==> config.mk <==
export PLATFORM = sky130hd
export DESIGN_NAME = uart_rx_fifo_flat
export DESIGN_NICKNAME = d
export VERILOG_FILES = /design/src/rtl/uart_rx_fifo_if.sv /design/src/rtl/uart_rx_fifo.sv /design/src/flat_wrapper.sv
export SDC_FILE = /design/constraint.sdc
export NUM_CORES = 1
export LEC_CHECK = 0
export ABC_AREA = 0
export BUFFER_PORTS_ARGS = -buffer_cell sky130_fd_sc_hd__buf_4
export CORE_UTILIZATION = 60
export DETAILED_ROUTE_END_ITERATION = 12
export HOLD_SLACK_MARGIN = 0.03
export PLACE_DENSITY = 0.77
export SLEW_MARGIN = 20
export SYNTH_ARGS = -nofsm -noshare
export SYNTH_HDL_FRONTEND = slang
export SYNTH_SLANG_ARGS = --single-unit
==> constraint.sdc <==
create_clock -name clk_in -period 3.8 [get_ports clk_in]
set_input_delay 0.19 -clock clk_in [delete_from_list [all_inputs] [get_ports clk_in]]
set_output_delay 0.19 -clock clk_in [all_outputs]
set_load 0.02 [all_outputs]
==> src/rtl/uart_rx_fifo_if.sv <==
// uart_rx_fifo_if: bundles the serial input, the FIFO read port and the
// sticky error flags of uart_rx_fifo.
//   rx_in      serial input, idles high
//   rd_en      pop request for the FIFO head
//   clr_err    clears the three sticky error flags
//   rd_data    FIFO head (first-word-fall-through), valid while empty = 0
//   empty      FIFO holds no entries
//   full       FIFO holds FIFO_DEPTH entries
//   count      number of stored entries
//   frame_err  sticky, a stop bit was sampled low
//   parity_err sticky, a parity mismatch occurred
//   overrun    sticky, a good byte arrived while the FIFO was full
// master = host side, slave = receiver.
`timescale 1ns/1ps
interface uart_rx_fifo_if #(
  parameter int DATA_BITS  = 8,
  parameter int FIFO_DEPTH = 16
);
  logic                         rx_in;
  logic                         rd_en;
  logic                         clr_err;
  logic [DATA_BITS-1:0]         rd_data;
  logic                         empty;
  logic                         full;
  logic [$clog2(FIFO_DEPTH):0]  count;
  logic                         frame_err;
  logic                         parity_err;
  logic                         overrun;

  modport master (
    output rx_in, rd_en, clr_err,
    input  rd_data, empty, full, count, frame_err, parity_err, overrun
  );

  modport slave (
    input  rx_in, rd_en, clr_err,
    output rd_data, empty, full, count, frame_err, parity_err, overrun
  );
endinterface

==> src/rtl/uart_rx_fifo.sv <==
// uart_rx_fifo: oversampling UART receiver (DATA_BITS data, optional
// parity, one stop bit) feeding a first-word-fall-through receive FIFO.
// Ports:
//   clk_in   system clock
//   nreset   asynchronous active-low reset
//   bus      uart_rx_fifo_if.slave (rx_in, rd_en, clr_err in;
//            rd_data, empty, full, count, frame_err, parity_err, overrun out)
//
// state     | meaning
// ----------+--------------------------------------------------------
// S_IDLE    | line idle, waiting for a 1->0 edge on rxs
// S_START   | timing to the middle of the start bit
// S_DATA    | sampling data bits at mid-bit, LSB first
// S_PAR     | sampling the parity bit
// S_STOP    | sampling the stop bit, push or flag the frame
// S_WAIT_HIGH | stop bit was low (break/frame fault), wait for line high
`timescale 1ns/1ps
module uart_rx_fifo #(
  parameter int CLKS_PER_BIT = 868,
  parameter int DATA_BITS    = 8,
  parameter int PARITY       = 0,
  parameter int FIFO_DEPTH   = 16
) (
  input logic           clk_in,
  input logic           nreset,
  uart_rx_fifo_if.slave bus
);
  localparam int AW = $clog2(FIFO_DEPTH);
  localparam int CW = AW + 1;
  localparam int TW = $clog2(CLKS_PER_BIT);
  localparam int BW = $clog2(DATA_BITS);
  localparam logic [TW-1:0] T_HALF   = TW'(CLKS_PER_BIT / 2 - 1);
  localparam logic [TW-1:0] T_BIT    = TW'(CLKS_PER_BIT - 1);
  localparam logic [BW-1:0] LAST_BIT = BW'(DATA_BITS - 1);
  localparam logic [CW-1:0] DEPTH_C  = CW'(FIFO_DEPTH);

  typedef enum logic [2:0] {
    S_IDLE, S_START, S_DATA, S_PAR, S_STOP, S_WAIT_HIGH
  } state_t;

  logic       sync1, rxs, rxs_prev;
  logic [1:0] sync_vld;

  // rxs_prev only carries real line samples: it stays 0 until the
  // synchroniser has been refilled after reset, so a line that is low at
  // release is not mistaken for a start edge until it has been seen high.
  always_ff @(posedge clk_in or negedge nreset) begin
    if (!nreset) begin
      sync1    <= 1'b1;
      rxs      <= 1'b1;
      sync_vld <= 2'b00;
      rxs_prev <= 1'b0;
    end else begin
      sync1    <= bus.rx_in;
      rxs      <= sync1;
      sync_vld <= {sync_vld[0], 1'b1};
      rxs_prev <= sync_vld[1] & rxs;
    end
  end

  state_t               state;
  logic [TW-1:0]        timer;
  logic [BW-1:0]        bit_cnt;
  logic [DATA_BITS-1:0] shreg;
  logic                 par_ok;
  logic                 tick, stop_tick;

  assign tick      = (timer == '0);
  assign stop_tick = (state == S_STOP) && tick;

  always_ff @(posedge clk_in or negedge nreset) begin
    if (!nreset) begin
      state   <= S_IDLE;
      timer   <= '0;
      bit_cnt <= '0;
      shreg   <= '0;
      par_ok  <= 1'b1;
    end else begin
      case (state)
        S_IDLE: begin
          if (rxs_prev && !rxs) begin
            state <= S_START;
            timer <= T_HALF;
          end
        end
        S_START: begin
          if (!tick) begin
            timer <= timer - TW'(1);
          end else if (rxs) begin
            state <= S_IDLE;
          end else begin
            state   <= S_DATA;
            timer   <= T_BIT;
            bit_cnt <= '0;
            par_ok  <= 1'b1;
          end
        end
        S_DATA: begin
          if (!tick) begin
            timer <= timer - TW'(1);
          end else begin
            shreg <= {rxs, shreg[DATA_BITS-1:1]};
            timer <= T_BIT;
            if (bit_cnt == LAST_BIT) begin
              bit_cnt <= '0;
              state   <= (PARITY != 0) ? S_PAR : S_STOP;
            end else begin
              bit_cnt <= bit_cnt + BW'(1);
            end
          end
        end
        S_PAR: begin
          if (!tick) begin
            timer <= timer - TW'(1);
          end else begin
            par_ok <= (PARITY == 1) ? (^shreg ^ rxs) : ~(^shreg ^ rxs);
            timer  <= T_BIT;
            state  <= S_STOP;
          end
        end
        S_STOP: begin
          if (!tick) begin
            timer <= timer - TW'(1);
          end else begin
            state <= rxs ? S_IDLE : S_WAIT_HIGH;
          end
        end
        S_WAIT_HIGH: begin
          if (rxs) state <= S_IDLE;
        end
        default: state <= S_IDLE;
      endcase
    end
  end

  logic [DATA_BITS-1:0] mem [FIFO_DEPTH];
  logic [AW-1:0]        wr_ptr, rd_ptr;
  logic [CW-1:0]        cnt;
  logic                 is_empty, is_full, pop, push_req, push;

  assign is_empty = (cnt == '0);
  assign is_full  = (cnt == DEPTH_C);
  assign pop      = bus.rd_en && !is_empty;
  assign push_req = stop_tick && rxs && par_ok;
  // A full FIFO still accepts the byte when the head leaves in the same cycle.
  assign push     = push_req && (!is_full || pop);

  always_ff @(posedge clk_in) begin
    if (push) mem[wr_ptr] <= shreg;
  end

  always_ff @(posedge clk_in or negedge nreset) begin
    if (!nreset) begin
      wr_ptr <= '0;
      rd_ptr <= '0;
      cnt    <= '0;
    end else begin
      if (push) wr_ptr <= wr_ptr + AW'(1);
      if (pop)  rd_ptr <= rd_ptr + AW'(1);
      case ({push, pop})
        2'b10:   cnt <= cnt + CW'(1);
        2'b01:   cnt <= cnt - CW'(1);
        default: cnt <= cnt;
      endcase
    end
  end

  logic frame_err, parity_err, overrun;

  // Set terms are OR-ed after the clear so a simultaneous event wins.
  always_ff @(posedge clk_in or negedge nreset) begin
    if (!nreset) begin
      frame_err  <= 1'b0;
      parity_err <= 1'b0;
      overrun    <= 1'b0;
    end else begin
      frame_err  <= (stop_tick && !rxs)          || (frame_err  && !bus.clr_err);
      parity_err <= (stop_tick && rxs && !par_ok) || (parity_err && !bus.clr_err);
      overrun    <= (push_req && is_full && !pop) || (overrun    && !bus.clr_err);
    end
  end

  assign bus.rd_data    = is_empty ? '0 : mem[rd_ptr];
  assign bus.empty      = is_empty;
  assign bus.full       = is_full;
  assign bus.count      = cnt;
  assign bus.frame_err  = frame_err;
  assign bus.parity_err = parity_err;
  assign bus.overrun    = overrun;
endmodule

==> src/flat_wrapper.sv <==
// flat-port wrapper written by rule: the top's interface ports become plain ports
module uart_rx_fifo_flat 
#(
  parameter int CLKS_PER_BIT = 868,
  parameter int DATA_BITS    = 8,
  parameter int PARITY       = 0,
  parameter int FIFO_DEPTH   = 16
)
  (clk_in, nreset, bus_rx_in, bus_rd_en, bus_clr_err, bus_rd_data, bus_empty, bus_full, bus_count, bus_frame_err, bus_parity_err, bus_overrun);
  uart_rx_fifo_if #(.DATA_BITS(DATA_BITS), .FIFO_DEPTH(FIFO_DEPTH)) bus_i ();
  input logic clk_in;
  input logic nreset;
  input wire logic [$bits(bus_i.rx_in)-1:0] bus_rx_in;
  input wire logic [$bits(bus_i.rd_en)-1:0] bus_rd_en;
  input wire logic [$bits(bus_i.clr_err)-1:0] bus_clr_err;
  output wire logic [$bits(bus_i.rd_data)-1:0] bus_rd_data;
  output wire logic [$bits(bus_i.empty)-1:0] bus_empty;
  output wire logic [$bits(bus_i.full)-1:0] bus_full;
  output wire logic [$bits(bus_i.count)-1:0] bus_count;
  output wire logic [$bits(bus_i.frame_err)-1:0] bus_frame_err;
  output wire logic [$bits(bus_i.parity_err)-1:0] bus_parity_err;
  output wire logic [$bits(bus_i.overrun)-1:0] bus_overrun;
  assign bus_i.rx_in = bus_rx_in;
  assign bus_i.rd_en = bus_rd_en;
  assign bus_i.clr_err = bus_clr_err;
  assign bus_rd_data = bus_i.rd_data;
  assign bus_empty = bus_i.empty;
  assign bus_full = bus_i.full;
  assign bus_count = bus_i.count;
  assign bus_frame_err = bus_i.frame_err;
  assign bus_parity_err = bus_i.parity_err;
  assign bus_overrun = bus_i.overrun;
  uart_rx_fifo #(.CLKS_PER_BIT(CLKS_PER_BIT), .DATA_BITS(DATA_BITS), .PARITY(PARITY), .FIFO_DEPTH(FIFO_DEPTH)) u_core (.clk_in(clk_in), .nreset(nreset), .bus(bus_i));
endmodule
==> results.sh <==
export IMPL_hp_class="primary input to flip-flop"
export IMPL_diodes=0
export IMPL_die_w_um=113
export IMPL_reg2reg_depth=5
export IMPL_p_per_area_mw_per_mm2=603
export IMPL_synth_cell_types=57
export IMPL_drc_errors=0
export IMPL_syn_avg_cell_area_um2=16.4
export IMPL_synth_main_ff_cell="edfxtp_1"
export IMPL_yosys_area_top_type="edfxtp_1"
export IMPL_drive_above_1_share=0.255
export IMPL_place_inst=632
export IMPL_start_util=0.616
export IMPL_clockBufferDepth=2
export IMPL_power_switching_mw=1.44
export IMPL_grt_max_degree=47
export IMPL_holdPathEnd="u_core.rd_ptr[1]"
export IMPL_clock_fmax_ghz=0.323
export IMPL_cts_root_buf="clkbuf_16"
export IMPL_cts_buffers=17
export IMPL_yosys_warnings=0
export IMPL_hold_start="bus_rd_en"
export IMPL_crit_fanout=17
export IMPL_preCtsSetupSlack_ns=0.780
export IMPL_slew_headroom=0.437
export IMPL_synth_top_area_frac=0.517
export IMPL_syn_area_mm2=0.00743
export IMPL_drv_cap=0
export IMPL_rsz0062_at_grt="false"
export IMPL_cp_end_kind="output pin"
export IMPL_antenna_found_initial=0
export IMPL_grt_pass1_wl_um=24100
export IMPL_firstDrtPassIters=5
export IMPL_synthTopCellsByArea="edfxtp_1, dfrtp_1, mux4_2"
export IMPL_clk_pin_slew_ns=0.06
export IMPL_ys_seq_area_frac=0.673
export IMPL_peakVddDrop_mv=0.343
export IMPL_gp_congestion=0.827
export IMPL_post_drt_wl_per_cell_um=23.0
export IMPL_r2r_start="u_core.state[0]"
export IMPL_numClockSinks=174
export IMPL_yosysMostFrequentCell="edfxtp_1"
export IMPL_hold_path_depth=4
export IMPL_slew_violations=0
export IMPL_portBuffers=22
export IMPL_drtAntennaViolNets=0
export IMPL_die_h_um=113
export IMPL_fillers=801
export IMPL_syn2layout_area_growth_pct=12.9
export IMPL_synthCells=452
export IMPL_synth_common_cells="edfxtp_1, dfrtp_1, mux4_2"
export IMPL_p_int_mw=3.62
export IMPL_cts_tree="done"
export IMPL_startpoint="u_core.rd_ptr[0]"
export IMPL_post_cts_setup_buffer_count=0
export IMPL_die_area_mm2=0.0128
export IMPL_setup_tns_ns=0
export IMPL_status="complete, no violations"
export IMPL_fin_worst_skew_ns=0.00816
export IMPL_period_share=0.815
export IMPL_swShare=0.285
export IMPL_core_area_mm2=0.0121
export IMPL_overflow=0
export IMPL_fin_util=0.696
export IMPL_io_pins=23
export IMPL_postSynth_asyncResetShare=0.264
export IMPL_pwr_share_seq=0.461
export IMPL_track_usage=0.265
export IMPL_cts_resized=0
export IMPL_p_clk_frac=0.325
export IMPL_drt_total_wl_um=15300
export IMPL_synth_edf_count=128
export IMPL_fin_crit_ns=3.10
export IMPL_insertion_delay_ns=0.42
export IMPL_cp_required_ns=3.61
export IMPL_syn_nets=468
export IMPL_num_rows=40
export IMPL_cts_htree_levels=4
export IMPL_worstPathArrival_ns=2.91
export IMPL_hold_violations=0
export IMPL_via_count=4166
export IMPL_layout_nets=502
export IMPL_tightest_slew_ns=0.841
export IMPL_routed_via_density=6.25
export IMPL_combPwrFrac=0.214
export IMPL_drt_iter0_drc=648
export IMPL_r2r_end="u_core.mem[13][7]"
export IMPL_reg2reg_slack_ns=0.71
export IMPL_finalSetupViolCount=0
export IMPL_final_cells=667
export IMPL_startpoint_type="flip-flop"
export IMPL_place_detailed_hpwl_um=9800
export IMPL_setup_ws_ns=0.701
export IMPL_synth_seq_cells=174
export IMPL_p_leak_nw=2.88
export IMPL_critPathKind="flip-flop to output pin"
export IMPL_grt_pass1_vias=4102
export IMPL_power_mw=5.06
-- through the flow --
| stage | hold slack (ns) | instance area [um2] |
|---|---|---|
| after floorplan | -0.106 | 7430 |
| after CTS | 0.244 | 8390 |
| after detailed placement | 0.239 | 7800 |
| after global routing | 0.269 | 8390 |
| after global placement | 0.229 | 7800 |
| final | 0.257 | 8390 |
-- placed cells by master, fill, tap and decap left out, types with 12 or more instances in the layout --
master / Yosys / final
xnor2_1: 16 / 16
nor3_1: 12 / 12
buf_4: 1 / 34
nand2_1: 20 / 20
clkbuf_16: 0 / 17
nor2_1: 24 / 24
edfxtp_1: 128 / 128
dfrtp_1: 43 / 42
mux4_2: 40 / 40
-- sequential cells by signal, indices dropped and copies added (netlist names) --
register               cells
u_core.bus.frame_err       1
u_core.rxs                 1
u_core.bus.count           5
u_core.shreg               8
u_core.timer              10
u_core.rd_ptr              4
u_core.bus.parity_err      1
u_core.sync_vld            2
u_core.bit_cnt             3
u_core.bus.overrun         1
u_core.par_ok              1
u_core.state               3
u_core.wr_ptr              4
u_core.rxs_prev            1
u_core.sync1               1
u_core.mem               128
-- worst max-delay path by stage --
stage | cells after the start | endpoint | slack (ns)
floorplan | 7 | u_core.mem[0][0] | 0.92
global placement | 5 | u_core.mem[13][7] | 0.89
detailed placement | 5 | u_core.mem[12][7] | 0.78
finish | 5 | bus_rd_data[5] | 0.70
global route | 5 | bus_rd_data[5] | 0.53
CTS | 5 | bus_rd_data[5] | 0.64
-- layout make-up --
class | instances | area, um2 | area share
flip-flops and latches | 174 | 5000 | 0.596
multi-input cells | 244 | 2290 | 0.273
clock buffers | 19 | 433 | 0.0516
repair buffers | 37 | 285 | 0.0340
well taps | 168 | 210 | 0.0250
clock inverters | 13 | 124 | 0.0148
inverters | 12 | 47.5 | 0.00567
-- power by group through the flow --
stage / clock network (mW) / logic (mW) / registers (mW)
final: 1.64 / 1.08 / 2.33
after global routing: 1.74 / 1.17 / 2.36
after CTS: 1.65 / 1.09 / 2.33
after detailed placement: 0 / 1.08 / 2.37
after global placement: 0 / 1.05 / 2.36
after floorplan: 0 / 0.852 / 2.27
-- routing by layer --
metal,GRT usage,vias up,part of all wire
met5,0,-,0
met4,0.0956,0,0.015
met3,0.0568,23,0.071
met2,0.420,193,0.51
met1,0.368,2112,0.41
li1,-,1838,-
-- kinds of logic (layout without fill, tap and decap cells) --
| kind of cell | count (synthesis) | after routing | share of synthesized area |
|---|---|---|---|
| AO/OA/AOI/OAI | 60 | 60 | 0.0564 |
| XOR/XNOR | 18 | 18 | 0.0212 |
| adder cells (fa/ha/maj) | 11 | 11 | 0.0185 |
| buffers and inverters | 34 | 81 | 0.0189 |
| flip-flops | 174 | 174 | 0.673 |
| multiplexers | 51 | 51 | 0.138 |
| other | 1 | 1 | 0.000505 |
| AND/OR/NAND/NOR | 103 | 103 | 0.0734 |
-- critical path, stage by stage (launching register included) --
cell	delay, ns
dfrtp_2	0.71
buf_4	0.35
mux4_2	0.58
mux4_2	0.48
nor2b_1	0.16
buf_4	0.20
-- what timing repair did --
action                                  CTS  global route
hold buffers                              3             0
endpoints found under the hold margin    47             0
endpoints found under the setup margin    0             0
Note: power is estimated with default switching activity, not from simulation.
